### src/rtl/midi_note_decoder.sv
// midi_note_decoder
//   Parses a serial MIDI byte stream into note events for a monophonic
//   envelope generator. Last-note priority: every accepted note-on takes
//   over the held note. A note-off only releases the note that is held.
//
// Ports
//   clk         in   system clock
//   rst_b       in   synchronous active-low reset
//   byte_in     in   [7:0] received MIDI byte
//   byte_valid  in   byte_in is valid this cycle
//   note_on     out  one-cycle strobe: a new note started
//   note_off    out  one-cycle strobe: the held note was released
//   note        out  [6:0] last note number started
//   velocity    out  [6:0] velocity of the last note-on
//   gate        out  high while a note is held
//   err_count   out  [7:0] data bytes dropped for lack of a status, saturating
//
// Handshake: byte_valid/byte_in form a valid-only stream. There is no ready,
// so every cycle with byte_valid high consumes exactly one byte.
//
// The parser state is held in state_q (type state_t). A bind checker can
// observe it there.

module midi_note_decoder #(
    parameter logic [3:0] CHANNEL = 4'd0,
    parameter bit         OMNI    = 1'b0
) (
    input  logic       clk,
    input  logic       rst_b,
    input  logic [7:0] byte_in,
    input  logic       byte_valid,
    output logic       note_on,
    output logic       note_off,
    output logic [6:0] note,
    output logic [6:0] velocity,
    output logic       gate,
    output logic [7:0] err_count
);

    typedef enum logic [2:0] {
        WAIT_STATUS,
        DATA1,
        DATA2,
        SYSEX,
        SKIP
    } state_t;

    state_t     state_q, state_n;
    logic [7:0] rs_q, rs_n;              // running status byte
    logic       rs_valid_q, rs_valid_n;
    logic [6:0] d1_q, d1_n;
    logic [1:0] skip_q, skip_n;          // data bytes still to discard in SKIP
    logic [7:0] err_q, err_n;
    logic [6:0] note_q, note_n;
    logic [6:0] vel_q, vel_n;
    logic       gate_q, gate_n;
    logic       on_q, on_n;
    logic       off_q, off_n;

    logic       is_realtime;
    logic       is_status;
    logic       one_byte_msg;
    logic       chan_ok;
    logic       complete;
    logic [6:0] msg_d1;
    logic [6:0] msg_d2;

    assign is_realtime  = (byte_in >= 8'hF8);
    assign is_status    = byte_in[7];
    // Program change and channel pressure carry a single data byte.
    assign one_byte_msg = (rs_q[7:4] == 4'hC) || (rs_q[7:4] == 4'hD);
    assign chan_ok      = OMNI || (rs_q[3:0] == CHANNEL);

    always_comb begin
        state_n    = state_q;
        rs_n       = rs_q;
        rs_valid_n = rs_valid_q;
        d1_n       = d1_q;
        skip_n     = skip_q;
        err_n      = err_q;
        note_n     = note_q;
        vel_n      = vel_q;
        gate_n     = gate_q;
        on_n       = 1'b0;
        off_n      = 1'b0;
        complete   = 1'b0;
        msg_d1     = d1_q;
        msg_d2     = 7'd0;

        if (byte_valid && !is_realtime) begin
            if (is_status) begin
                // Any status byte abandons whatever message was in progress.
                if (byte_in < 8'hF0) begin
                    rs_n       = byte_in;
                    rs_valid_n = 1'b1;
                    state_n    = DATA1;
                end else begin
                    case (byte_in)
                        8'hF0: begin
                            rs_valid_n = 1'b0;
                            state_n    = SYSEX;
                        end
                        8'hF1, 8'hF3: begin
                            rs_valid_n = 1'b0;
                            skip_n     = 2'd1;
                            state_n    = SKIP;
                        end
                        8'hF2: begin
                            rs_valid_n = 1'b0;
                            skip_n     = 2'd2;
                            state_n    = SKIP;
                        end
                        8'hF7: begin
                            state_n = WAIT_STATUS;
                        end
                        default: begin
                            rs_valid_n = 1'b0;
                            state_n    = WAIT_STATUS;
                        end
                    endcase
                end
            end else begin
                case (state_q)
                    WAIT_STATUS, DATA1: begin
                        // In WAIT_STATUS, running status lets the byte start a new message.
                        if (state_q == DATA1 || rs_valid_q) begin
                            d1_n = byte_in[6:0];
                            if (one_byte_msg) begin
                                complete = 1'b1;
                                msg_d1   = byte_in[6:0];
                                state_n  = WAIT_STATUS;
                            end else begin
                                state_n = DATA2;
                            end
                        end else if (err_q != 8'hFF) begin
                            err_n = err_q + 8'd1;
                        end
                    end
                    DATA2: begin
                        complete = 1'b1;
                        msg_d2   = byte_in[6:0];
                        state_n  = WAIT_STATUS;
                    end
                    SKIP: begin
                        skip_n = skip_q - 2'd1;
                        if (skip_q <= 2'd1) begin
                            state_n = WAIT_STATUS;
                        end
                    end
                    default: begin
                        // SYSEX payload is discarded.
                    end
                endcase
            end
        end

        if (complete && chan_ok) begin
            if (rs_q[7:4] == 4'h9 && msg_d2 != 7'd0) begin
                note_n = msg_d1;
                vel_n  = msg_d2;
                gate_n = 1'b1;
                on_n   = 1'b1;
            end else if ((rs_q[7:4] == 4'h8 || rs_q[7:4] == 4'h9) &&
                         gate_q && msg_d1 == note_q) begin
                gate_n = 1'b0;
                off_n  = 1'b1;
            end
        end
    end

    always_ff @(posedge clk) begin
        if (!rst_b) begin
            state_q    <= WAIT_STATUS;
            rs_q       <= 8'd0;
            rs_valid_q <= 1'b0;
            d1_q       <= 7'd0;
            skip_q     <= 2'd0;
            err_q      <= 8'd0;
            note_q     <= 7'd0;
            vel_q      <= 7'd0;
            gate_q     <= 1'b0;
            on_q       <= 1'b0;
            off_q      <= 1'b0;
        end else begin
            state_q    <= state_n;
            rs_q       <= rs_n;
            rs_valid_q <= rs_valid_n;
            d1_q       <= d1_n;
            skip_q     <= skip_n;
            err_q      <= err_n;
            note_q     <= note_n;
            vel_q      <= vel_n;
            gate_q     <= gate_n;
            on_q       <= on_n;
            off_q      <= off_n;
        end
    end

    assign note_on   = on_q;
    assign note_off  = off_q;
    assign note      = note_q;
    assign velocity  = vel_q;
    assign gate      = gate_q;
    assign err_count = err_q;

endmodule

### config.mk
export PLATFORM = sky130hd
export DESIGN_NAME = midi_note_decoder
export DESIGN_NICKNAME = d
export VERILOG_FILES = /design/src/rtl/midi_note_decoder.sv
export SDC_FILE = /design/constraint.sdc
export NUM_CORES = 1
export LEC_CHECK = 0
export ABC_AREA = 1
export ABC_CLOCK_PERIOD_IN_PS = 2400
export CORE_ASPECT_RATIO = 0.7
export CORE_MARGIN = 10
export CORE_UTILIZATION = 40
export CTS_BUF_LIST = sky130_fd_sc_hd__clkbuf_16
export DETAILED_ROUTE_END_ITERATION = 8
export SLEW_MARGIN = 0
export SYNTH_ARGS = -nofsm -noshare
export SYNTH_HDL_FRONTEND = slang
export SYNTH_SLANG_ARGS = --single-unit
### constraint.sdc
create_clock -name clk -period 2.4 [get_ports clk]
set_input_delay 0.24 -clock clk [delete_from_list [all_inputs] [get_ports clk]]
set_output_delay 0.24 -clock clk [all_outputs]
set_load 0.03 [all_outputs]
Yosys cells after proc, flatten, opt, wreduce, memory -nomap -nowiden
Index checks and enable logic that the tools add are counted.
{"block": "op_classes", "n_reduce_logical": 28, "n_lt_le_gt_ge": 3, "muxes": 30, "bitwise_logic": 4, "addsub": 2, "eq_ne": 19}
{"op": "two-way mux 7 bit", "count": 8}
{"op": "== test 8 bit (second input constant)", "count": 5}
{"op": "== test 4 bit (second input constant)", "count": 4}
{"op": "two-way mux 3 bit", "count": 4}
{"op": "AND reduction 4 bit", "count": 3}
{"op": "two-way mux 1 bit", "count": 10}
{"op": "one-hot mux 3 bit (3 select lines)", "count": 1}
{"op": "adder 8 x 1 -> 8 bit (second input constant)", "count": 1}
{"op": ">= comparator 8 bit (second input constant)", "count": 1}
{"op": "< comparator 8 bit (second input constant)", "count": 1}
{"op": "two-way mux 2 bit", "count": 4}
{"op": "inequality test 8 bit (second input constant)", "count": 1}
{"op": "== test 7 bit", "count": 1}
{"op": "nonzero test 7 bit", "count": 1}
{"op": "inequality test 3 bit (second input constant)", "count": 2}
{"op": "one-hot mux 3 bit (2 select lines)", "count": 1}
{"op": "AND reduction 2 bit", "count": 3}
{"op": "AND reduction 3 bit", "count": 2}
{"op": "OR reduction 3 bit", "count": 2}
{"op": "logical AND 1 bit", "count": 5}
{"op": "AND reduction 5 bit", "count": 1}
{"op": "logical NOT 4 bit", "count": 1}
{"op": "inequality test 2 bit (second input constant)", "count": 2}
{"op": "NOT 1 bit", "count": 4}
{"op": "other kinds (14)", "count": 18}
{"block": "totals", "regBits": 46, "output_inout_bits": 25, "input_bits": 11}

Logic depth before layout (Yosys ltp)
{"block": "logic_depth", "word_depth": 11, "ltp_mapped": 16, "ltp_nobuf": 15}

Worst setup path before layout
OpenSTA, ideal clock, no wires.
{"block": "synth_timing", "kind": "reg-to-reg", "startpoint": "register err_q[0] (netlist: err_count[0])", "endpoint": "register err_q[7] (netlist: err_count[7])", "setup_ps": 110, "path_slack_ps": 729, "arrival_ps": 1561, "t_required_ps": 2290, "path_stages_with_launch": 10, "cell_sequence": "dfxtp_1 > ha_1 > nand4_1 > nor3_1 > nor3_2 > nand2_1 > nor3_1 > nand3_1 > nand2_1 > nor2_1"}
{"block": "synth_between", "elab_chain_len": 2, "elab_cells_between_ends": 3, "classes_between": "add/sub: 1; eq/ne: 1; reduce/logical: 1"}
{"element": "start, declared", "line": "53", "text": "logic [7:0] err_q, err_n;"}
{"element": "start signal, assigned", "line": "190", "text": "err_q <= err_n;"}
{"element": "branches (longest 2 deep; another with adder 8 x 1 -> 8 bit)"}
Several ways; the timed one is not identified.
A chain may end at the register's enable or synchronous reset.

Worst setup path after layout
{"block": "layout_timing", "startpoint": "input byte_in[7]", "endpoint": "register note_q[4] (netlist: note[4])"}
{"block": "layout_between", "elab_chain_len": 7, "elab_cells_between_ends": 13, "classes_between": "order compare: 1; mux: 6; reduce/logical: 6"}
{"element": "start, declared", "line": "30", "text": "input logic [7:0] byte_in,"}
{"element": ">= comparator 8 bit", "line": "68", "text": "assign is_realtime = (byte_in >= 8'hF8);"}
{"element": "logical NOT 1 bit", "line": "90", "text": "if (byte_valid && !is_realtime) begin"}
{"element": "logical AND 1 bit", "line": "90"}
{"element": "two-way mux 7 bit", "line": "90"}
{"element": "nonzero test 7 bit", "line": "158", "text": "if (rs_q[7:4] == 4'h9 && msg_d2 != 7'd0) begin"}
{"element": "logical AND 1 bit", "line": "158"}
{"element": "AND reduction 2 bit (no source line)"}
{"element": "end signal, assigned", "line": "191", "text": "note_q <= note_n;"}
{"element": "end, declared", "line": "54", "text": "logic [6:0] note_q, note_n;"}
Several ways; a longest one is shown, not always the timed one.

==> flow_metrics.env <==
export IMPL_synthToLayoutAreaGrowth_pct=25.3
export IMPL_synth_seq_area_share_pct=38.4
export IMPL_grt_max_degree=29
export IMPL_clock_latency_ns=0.28
export IMPL_maxCapViolations=0
export IMPL_cts_sinks=46
export IMPL_cts_setup_buffers=0
export IMPL_clk_pin_slew_ns=0.06
export IMPL_ys_seq_elements=46
export IMPL_setup_viol=0
export IMPL_hold_path_class="flip-flop to flip-flop"
export IMPL_hpwl_um=4880
export IMPL_synth_cells=364
export IMPL_skew_ns=0.00494
export IMPL_cts_hold_buf=0
export IMPL_max_freq_mhz=481
export IMPL_synth_async_sr_flop_share_pct=0
export IMPL_cts_root_buf="clkbuf_16"
export IMPL_die_y_um=84.8
export IMPL_synth_edf_count=0
export IMPL_rows=23
export IMPL_ant_nets=0
export IMPL_h_tree_depth=2
export IMPL_place_area_um2=2840
export IMPL_ys_flop_type="dfxtp_1"
export IMPL_routed_wl_um=6360
export IMPL_core_area_um2=5760
export IMPL_cp_required_ns=2.57
export IMPL_gr_total_overflow=0
export IMPL_status="complete, no violations"
export IMPL_die_w_um=113
export IMPL_diodes=0
export IMPL_worstPathArrival_ns=2.25
export IMPL_fin_crit_ns=2.08
export IMPL_vdd_drop_max_mv=0.350
export IMPL_slew_viol_final=0
export IMPL_routed_via_density=4.92
export IMPL_period_share_pct=86.7
export IMPL_grt_total_usage_pct=13.3
export IMPL_setup_worst_path_start_class="primary input"
export IMPL_total_leakage_power_nw=1.35
export IMPL_final_area_um2=3000
export IMPL_drt_initial_drc_count=174
export IMPL_syn_nets=377
export IMPL_postSynthAreaPerCell_um2=6.58
export IMPL_via_count=2365
export IMPL_first_pass_iters=4
export IMPL_nFillCells=589
export IMPL_grt_pass1_vias=2156
export IMPL_worstMarginPinSlew_ns=0.687
export IMPL_dieArea_um2=9540
export IMPL_final_common_cell="nand2_1"
export IMPL_grt_antenna_before_repair=0
export IMPL_place_congestion=0.961
export IMPL_drc_errors=0
export IMPL_cts_buffers=5
export IMPL_drive_above_1_share_pct=6.40
export IMPL_crit_path_end_kind="flip-flop"
export IMPL_maxSlewHeadroom_pct=54.0
export IMPL_setup_tns_ns=0
export IMPL_synth_warnings=0
export IMPL_initial_core_util_pct=41.6
export IMPL_fin_hold_ws_ns=0.472
export IMPL_io_buffers=35
export IMPL_hold_violations=0
export IMPL_cellPowerDensity_nw_per_um2=597
export IMPL_synth_cell_types=34
export IMPL_wire_per_inst_um=13.2
export IMPL_io_pins=36
export IMPL_rsz0062_at_grt="false"
export IMPL_fin_nets=419
export IMPL_synth_area_um2=2400
export IMPL_layout_common_cells="nand2_1 (80), inv_1 (60), nor2_1 (57), dfxtp_1 (46), clkdlybuf4s50_1 (35)"
export IMPL_worst_setup_path_type="primary input to flip-flop"
export IMPL_cts_tree="built"
export IMPL_clk_path_buf_depth=2
export IMPL_grt_pass1_wl_um=10700
export IMPL_cp_max_fo=28
-- cell families after synthesis --
kind of cell	after synthesis	share of synthesized area (%)
compound gates	66	15.0
fa+ha+maj	2	1.04
buf+inv	71	12.5
flops	46	38.4
simple gates	179	33.0
-- final cells by class --
class	instances	area, um^2	share of cell area, %
sequential	46	921	30.7
multi-input combinational	247	1170	39.1
tap	75	93.8	3.13
timing repair buffer	45	425	14.2
clock buffer	5	125	4.17
inverter	61	229	7.63
clock inverter	2	33.8	1.13
-- critical path, cell delays in order --
cell and delay, ns:
clkdlybuf4s50_1 0.48, nand2_1 0.15, nor2_4 0.06, nand2_4 0.07, nand3_4 0.17, nor3_1 0.30, nor2_1 0.10, nand3_2 0.13
nand3_4 0.25, o21ai_0 0.24, nor2_1 0.06
-- registers in the layout, indices dropped and copies added (netlist names) --
signal and flops:
note_off 1, d1_q 7, skip_q 2, gate 1, rs_q 8, state_q 3
err_count 8, rs_valid_q 1, velocity 7, note 7, note_on 1
-- cells in the mapped netlist, types with 2 or more instances --
master,instances,area [um^2]
nand3_1,16,80.1
buf_8,2,30.0
clkbuf_1,3,11.3
a21oi_1,23,115
nor4_1,3,18.8
nand4_1,4,25.0
o21ai_0,32,160
ha_1,2,25.0
nor2_4,2,22.5
nand3_4,2,35.0
nor3_1,10,50.1
nor2_1,57,214
buf_2,3,15.0
a211oi_1,2,15.0
dfxtp_1,46,921
inv_1,60,225
nand2_1,80,300
-- worst paths after layout --
check / slack (ns) / to / startpoint / cells past startpoint
worst max-delay path: 0.32 / note[4] / byte_in[7] / 11
worst min-delay path: 0.47 / d1_q[3] / d1_q[3] / 2
worst max register to register: 0.34 / gate / state_q[1] / 14
worst min register to register: 0.47 / d1_q[3] / d1_q[3] / 2
-- where the power goes --
part | internal [mW] | leakage (nW) | switching, mW
sequential | 0.790 | 0.374 | 0.0162
combinational | 0.0796 | 0.896 | 0.141
clock | 0.482 | 0.0773 | 0.282
-- routing by layer --
metal  vias to the layer above  global-route usage, %  part of all wire [%]
li1                       1231                      -                     -
met1                      1064                   19.1                    50
met2                        68                   18.7                    41
met3                         2                   4.48                   8.7
met4                         0                   2.53                  0.35
met5                         -                      0                     0
-- per-stage QoR --
step           cells  worst slack [ns]  power, mW  util, %
4_1_cts          481             0.315       1.81     52.2
2_1_floorplan    364             0.729      0.961        -
5_1_grt          481            0.0347       1.87     52.2
6_report         481             0.319       1.79     52.2
3_5_place_dp     474            0.0226       1.04     49.4
3_3_place_gp     474             0.136       1.04     49.4
-- timing repair --
action,4_1_cts,5_1_grt
endpoints found under the setup margin,0,1
endpoints found under the hold margin,0,0
gates resized for setup,0,1
No activity file was read; power rests on OpenSTA's default activity.
